==> config.mk <==
export PLATFORM = sky130hd
export DESIGN_NAME = fp_align_stage_flat
export DESIGN_NICKNAME = d
export VERILOG_FILES = /design/src/rtl/fp_align_stage_if.sv /design/src/rtl/fp_align_stage.sv /design/src/flat_wrapper.sv
export SDC_FILE = /design/constraint.sdc
export NUM_CORES = 1
export LEC_CHECK = 0
export CORE_AREA = 3 3 142 144
export DETAILED_ROUTE_END_ITERATION = 10
export DIE_AREA = 0 0 145 147
export PLACE_DENSITY_LB_ADDON = 0.12
export SLEW_MARGIN = 20
export SYNTH_ARGS = -nofsm -noshare
export SYNTH_HDL_FRONTEND = slang
export SYNTH_SLANG_ARGS = --single-unit
==> constraint.sdc <==
create_clock -name clk_i -period 4.75 [get_ports clk_i]
set_input_delay 1.1875 -clock clk_i [delete_from_list [all_inputs] [get_ports clk_i]]
set_output_delay 1.1875 -clock clk_i [all_outputs]
set_load 0.01 [all_outputs]
==> src/rtl/fp_align_stage_if.sv <==
// Operand/result bundle for the FP alignment stage: upstream valid/ready with
// two operands, downstream valid/ready with the aligned pair.
interface fp_align_stage_if #(
    parameter int ExponentSize = 8,
    parameter int MantissaSize = 23,
    parameter int GuardBits    = 3
);
    localparam int M = MantissaSize + 1;
    localparam int W = M + GuardBits;

    logic                    in_valid;
    logic                    in_ready;
    logic [ExponentSize-1:0] exponent1;
    logic [ExponentSize-1:0] exponent2;
    logic [M-1:0]            mantissa1;
    logic [M-1:0]            mantissa2;

    logic                    out_valid;
    logic                    out_ready;
    logic [ExponentSize-1:0] big_exponent;
    logic [W-1:0]            big_mantissa;
    logic [W-1:0]            aligned_mantissa;
    logic [ExponentSize-1:0] difference;
    logic                    swap;
    logic                    zero_flag;

    // master: the environment feeding operands and consuming results
    modport master (
        output in_valid, exponent1, exponent2, mantissa1, mantissa2, out_ready,
        input  in_ready, out_valid, big_exponent, big_mantissa, aligned_mantissa,
               difference, swap, zero_flag
    );

    // slave: the alignment stage itself
    modport slave (
        input  in_valid, exponent1, exponent2, mantissa1, mantissa2, out_ready,
        output in_ready, out_valid, big_exponent, big_mantissa, aligned_mantissa,
               difference, swap, zero_flag
    );
endinterface

==> src/rtl/fp_align_stage.sv <==
// Two-stage FP add/sub alignment: S1 orders the operands by magnitude, S2
// right-shifts the smaller mantissa with guard bits and a sticky LSB.
module fp_align_stage #(
    parameter int ExponentSize = 8,
    parameter int MantissaSize = 23,
    parameter int GuardBits    = 3
) (
    input  logic             clk_i,
    input  logic             rst_i,
    fp_align_stage_if.slave  bus
);
    localparam int M = MantissaSize + 1;
    localparam int W = M + GuardBits;
    localparam logic [31:0] WidthU = 32'(W);

    logic                    s1_valid_q;
    logic [ExponentSize-1:0] s1_big_exp_q, s1_diff_q;
    logic [M-1:0]            s1_big_man_q, s1_small_man_q;
    logic                    s1_swap_q, s1_zero_q;

    logic                    out_valid_q;
    logic [ExponentSize-1:0] big_exp_q, diff_q;
    logic [W-1:0]            big_man_q, aligned_q;
    logic                    swap_q, zero_q;

    logic                    s1_load, s2_load;
    logic                    swap_d;
    logic [ExponentSize-1:0] big_exp_d, diff_d;
    logic [M-1:0]            big_man_d, small_man_d;

    assign s2_load      = s1_valid_q && (!out_valid_q || bus.out_ready);
    assign bus.in_ready = !rst_i && (!s1_valid_q || s2_load);
    assign s1_load      = bus.in_valid && bus.in_ready;

    // Fully equal operands keep their original order.
    assign swap_d = (bus.exponent2 > bus.exponent1) ||
                    ((bus.exponent2 == bus.exponent1) && (bus.mantissa2 > bus.mantissa1));

    always_comb begin
        big_exp_d   = bus.exponent1;
        big_man_d   = bus.mantissa1;
        small_man_d = bus.mantissa2;
        diff_d      = bus.exponent1 - bus.exponent2;
        if (swap_d) begin
            big_exp_d   = bus.exponent2;
            big_man_d   = bus.mantissa2;
            small_man_d = bus.mantissa1;
            diff_d      = bus.exponent2 - bus.exponent1;
        end
    end

    always_ff @(posedge clk_i) begin
        if (rst_i) begin
            s1_valid_q     <= 1'b0;
            s1_big_exp_q   <= '0;
            s1_diff_q      <= '0;
            s1_big_man_q   <= '0;
            s1_small_man_q <= '0;
            s1_swap_q      <= 1'b0;
            s1_zero_q      <= 1'b0;
        end else begin
            if (s1_load) begin
                s1_valid_q     <= 1'b1;
                s1_big_exp_q   <= big_exp_d;
                s1_diff_q      <= diff_d;
                s1_big_man_q   <= big_man_d;
                s1_small_man_q <= small_man_d;
                s1_swap_q      <= swap_d;
                s1_zero_q      <= (bus.exponent1 == bus.exponent2);
            end else if (s2_load) begin
                s1_valid_q <= 1'b0;
            end
        end
    end

    logic [W-1:0] ext_small;
    logic [W-1:0] lost_bits;
    logic         saturate;
    logic [W-1:0] aligned_d;

    assign ext_small = {s1_small_man_q, {GuardBits{1'b0}}};
    assign saturate  = 32'(s1_diff_q) >= WidthU;

    // Bit gi falls off the right end whenever the shift distance exceeds gi.
    for (genvar gi = 0; gi < W; gi++) begin : g_lost
        assign lost_bits[gi] = ext_small[gi] & (32'(s1_diff_q) > 32'(gi));
    end

    assign aligned_d = saturate ? {{(W-1){1'b0}}, |ext_small}
                                : ((ext_small >> s1_diff_q) | {{(W-1){1'b0}}, |lost_bits});

    always_ff @(posedge clk_i) begin
        if (rst_i) begin
            out_valid_q <= 1'b0;
            big_exp_q   <= '0;
            diff_q      <= '0;
            big_man_q   <= '0;
            aligned_q   <= '0;
            swap_q      <= 1'b0;
            zero_q      <= 1'b0;
        end else if (s2_load) begin
            out_valid_q <= 1'b1;
            big_exp_q   <= s1_big_exp_q;
            diff_q      <= s1_diff_q;
            big_man_q   <= {s1_big_man_q, {GuardBits{1'b0}}};
            aligned_q   <= aligned_d;
            swap_q      <= s1_swap_q;
            zero_q      <= s1_zero_q;
        end else if (bus.out_ready) begin
            out_valid_q <= 1'b0;
        end
    end

    assign bus.out_valid        = out_valid_q;
    assign bus.big_exponent     = big_exp_q;
    assign bus.big_mantissa     = big_man_q;
    assign bus.aligned_mantissa = aligned_q;
    assign bus.difference       = diff_q;
    assign bus.swap             = swap_q;
    assign bus.zero_flag        = zero_q;
endmodule

==> src/flat_wrapper.sv <==
// flat-port wrapper written by rule: the top's interface ports become plain ports
module fp_align_stage_flat 
#(
    parameter int ExponentSize = 8,
    parameter int MantissaSize = 23,
    parameter int GuardBits    = 3
)
  (clk_i, rst_i, bus_in_valid, bus_exponent1, bus_exponent2, bus_mantissa1, bus_mantissa2, bus_out_ready, bus_in_ready, bus_out_valid, bus_big_exponent, bus_big_mantissa, bus_aligned_mantissa, bus_difference, bus_swap, bus_zero_flag);
  fp_align_stage_if #(.ExponentSize(ExponentSize), .MantissaSize(MantissaSize), .GuardBits(GuardBits)) bus_i ();
  input  logic clk_i;
  input  logic rst_i;
  input wire logic [$bits(bus_i.in_valid)-1:0] bus_in_valid;
  input wire logic [$bits(bus_i.exponent1)-1:0] bus_exponent1;
  input wire logic [$bits(bus_i.exponent2)-1:0] bus_exponent2;
  input wire logic [$bits(bus_i.mantissa1)-1:0] bus_mantissa1;
  input wire logic [$bits(bus_i.mantissa2)-1:0] bus_mantissa2;
  input wire logic [$bits(bus_i.out_ready)-1:0] bus_out_ready;
  output wire logic [$bits(bus_i.in_ready)-1:0] bus_in_ready;
  output wire logic [$bits(bus_i.out_valid)-1:0] bus_out_valid;
  output wire logic [$bits(bus_i.big_exponent)-1:0] bus_big_exponent;
  output wire logic [$bits(bus_i.big_mantissa)-1:0] bus_big_mantissa;
  output wire logic [$bits(bus_i.aligned_mantissa)-1:0] bus_aligned_mantissa;
  output wire logic [$bits(bus_i.difference)-1:0] bus_difference;
  output wire logic [$bits(bus_i.swap)-1:0] bus_swap;
  output wire logic [$bits(bus_i.zero_flag)-1:0] bus_zero_flag;
  assign bus_i.in_valid = bus_in_valid;
  assign bus_i.exponent1 = bus_exponent1;
  assign bus_i.exponent2 = bus_exponent2;
  assign bus_i.mantissa1 = bus_mantissa1;
  assign bus_i.mantissa2 = bus_mantissa2;
  assign bus_i.out_ready = bus_out_ready;
  assign bus_in_ready = bus_i.in_ready;
  assign bus_out_valid = bus_i.out_valid;
  assign bus_big_exponent = bus_i.big_exponent;
  assign bus_big_mantissa = bus_i.big_mantissa;
  assign bus_aligned_mantissa = bus_i.aligned_mantissa;
  assign bus_difference = bus_i.difference;
  assign bus_swap = bus_i.swap;
  assign bus_zero_flag = bus_i.zero_flag;
  fp_align_stage #(.ExponentSize(ExponentSize), .MantissaSize(MantissaSize), .GuardBits(GuardBits)) u_core (.clk_i(clk_i), .rst_i(rst_i), .bus(bus_i));
endmodule
==> results_dict.tcl <==
set metrics [dict create \
    drv_slew 0 \
    layout_commonest_cell "nand2_1" \
    htreeDepth 4 \
    vias_per_cell 5.56 \
    grt_max_degree 71 \
    drt_drc_violations_left 0 \
    drive_above_1_share_pct 8.64 \
    max_freq_ghz 0.246 \
    syn_inst 1034 \
    ys_seq_area_share_pct 32.3 \
    status "finished, final reports clean" \
    grt_overflow 0 \
    synth-seq-cells 137 \
    drt-total-wl_um 24100 \
    clkTransAtPathRegs_ns 0.07 \
    drv_cap 0 \
    p_per_area_nw_per_um2 334 \
    synth_edf_count 0 \
    syn2layout_area_growth_pct 23.0 \
    post-route-period-util_pct 85.6 \
    n_antenna_cell 0 \
    cts_buffers 17 \
    start_util_pct 45.1 \
    grt_pass1_vias 7293 \
    insertion_delay_ns 0.43 \
    worst_path_max_delay_cell "or4_1" \
    path_class "input pin to flip-flop" \
    cts_tree "yes" \
    final_cell_mix "nand2_1, clkdlybuf4s50_1, dfxtp_1" \
    drtIter0Drc 582 \
    post_cts_resized 0 \
    startpoint_type "input pin" \
    cts.sinks 137 \
    worstPathArrival_ns 4.34 \
    rsz0062_at_grt "no" \
    vias 7815 \
    synth_warnings 0 \
    leakagePower_nw 4.08 \
    antenna_left 0 \
    worstSetupEndpointType "flip-flop" \
    r2r_start "u_core.s1_diff_q[0]" \
    path_max_fanout 46 \
    fin_skew_ns 0.00834 \
    crit_required_ns 5.02 \
    startpoint "bus_mantissa1[17]" \
    slew_headroom_pct 26.5 \
    ys_types 73 \
    grt_usage_pct 22.4 \
    syn_area_um2 8490 \
    clockRootBuffer "clkbuf_16" \
    gp_congestion 0.939 \
    die_w_um 145 \
    holdBufCountCts 0 \
    finalSetupViolations 0 \
    post_cts_buffers 0 \
    holdCritStartpoint "u_core.s1_big_exp_q[3]" \
    io-pin-count 142 \
    antenna_found_initial 0 \
    dieArea_um2 21300 \
    cts.path.max_buffers 2 \
    placed_area_um2 9830 \
    syn_area_per_cell_um2 8.21 \
    design_area_um2 10400 \
    critPathMaxStageDelay_ns 0.55 \
    peakVddDrop_uv 267 \
    hold_path_class "flip-flop to flip-flop" \
    crit_path_cell_trace "clkdlybuf4s50_1 -> inv_1 -> ha_1 -> nand4_2 -> or4_1 -> o21ai_1 -> a31oi_1 -> nor3_4 -> buf_12 -> buf_4 -> mux2i_1 -> a211oi_1" \
    async_flop_share_pct 0 \
    tightest_slew_ns 1.10 \
    post-dp-hpwl_um 17800 \
    portBuffers 138 \
    rows 50 \
    wl_per_cell_um 17.2 \
    setup_tns_ns 0 \
    die_h_um 147 \
    drtPass1Iterations 6 \
    grt_pass1_wl_um 39300 \
    fin_crit_ns 4.07 \
    final_nets 1242 \
    hold_viol_final 0 \
    core-area_um2 18800 \
    synth_ff_type "dfxtp_1" \
]
cell families after synthesis:
kind of cell               count (synthesis)  share of synthesized area (%)
xor gates and xnor gates                   3                          0.310
muxes                                    106                           14.0
buffers and inverters                    131                           8.71
other                                      1                         0.0442
and+or+nand+nor                          340                           17.7
DFF                                      137                           32.3
adders and majority gates                 41                           6.22
AOI/OAI and AO/OA                        275                           20.7
synthesized netlist by cell type (all sizes together), types with 3 or more instances:
master	count	area share (%)
a211o	3	0.32
a211oi	64	5.7
a21o	4	0.35
a21oi	98	5.8
a22o	3	0.31
a22oi	20	1.8
a311oi	3	0.31
a31oi	3	0.22
and3	3	0.24
buf	23	3.1
clkbuf	58	3.4
dfxtp	137	32
ha	39	5.7
inv	48	2.1
mux2	20	2.7
mux2i	78	9.2
mux4	8	2.1
nand2	139	6.1
nand2b	9	0.75
nand3	18	1.1
nand4	9	0.81
nor2	120	5.3
nor2b	7	0.52
nor3	13	0.96
nor4	8	0.74
o2111ai	4	0.41
o211ai	8	0.77
o21ai	40	2.4
o22ai	7	0.52
o311ai	4	0.41
or3	4	0.31
or4	3	0.31
layout make-up:
| cell class | count | area, um^2 |
|---|---|---|
| Fill cell | 1809 | 8400 |
| Timing Repair Buffer | 159 | 1550 |
| Clock buffer | 17 | 425 |
| Inverter | 50 | 188 |
| Multi-Input combinational cell | 768 | 5020 |
| Sequential cell | 137 | 2740 |
| Clock inverter | 15 | 179 |
| Tap cell | 260 | 325 |
path summary, 6_finish.rpt:
kind	end	slack, ns	cells after the start
min reg2reg	u_core.bus.big_exponent[3]	0.45	2
max	u_core.s1_big_man_q[18]	0.68	12
max reg2reg	u_core.bus.aligned_mantissa[1]	1.68	9
min	u_core.bus.big_exponent[3]	0.45	2
report_power, final:
group	leakage, nW	total (W)	switching [W]	internal [W]
Clock	0.292	0.00135	0.000595	0.000753
Sequential	1.12	0.00129	0.0000786	0.00121
Combinational	2.66	0.000850	0.000489	0.000361
Total	4.08	0.00349	0.00116	0.00232
registers in the layout, indices dropped and copies added (netlist names), 8 cells and up:
| register | cells |
|---|---|
| u_core.bus.difference | 8 |
| u_core.s1_diff_q | 8 |
| u_core.bus.big_mantissa | 24 |
| u_core.s1_small_man_q | 24 |
| u_core.s1_big_exp_q | 8 |
| u_core.bus.aligned_mantissa | 27 |
| u_core.bus.big_exponent | 8 |
| u_core.s1_big_man_q | 24 |
stage by stage:
step	total power [W]	worst slack (ns)	hold WS, ns	std cells	utilization (%)
2_1_floorplan	0.00191	1.09	0.432	1036	-
3_3_place_gp	0.00215	0.312	0.444	1374	52.2
3_5_place_dp	0.00215	0.250	0.441	1374	52.2
4_1_cts	0.00350	0.707	0.452	1406	55.4
5_1_grt	0.00365	0.507	0.473	1406	55.4
6_report	0.00349	0.685	0.450	1406	55.4
worst max-delay path, delay by kind of cell:
family          cells  cell delay, ns
buf+inv             4            1.15
simple gates        3            0.96
fa+ha+maj           1            0.31
mux                 1            0.37
compound gates      3            0.35
metal layers:
layer  part of all wire, %  track usage, %  vias up
li1                      -               -     3902
met1                    49            32.0     3607
met2                    44            34.4      272
met3                   5.8            4.78       34
met4                   1.4            6.13        0
met5                     0               0        -
Power figures use the tool's default switching activity.
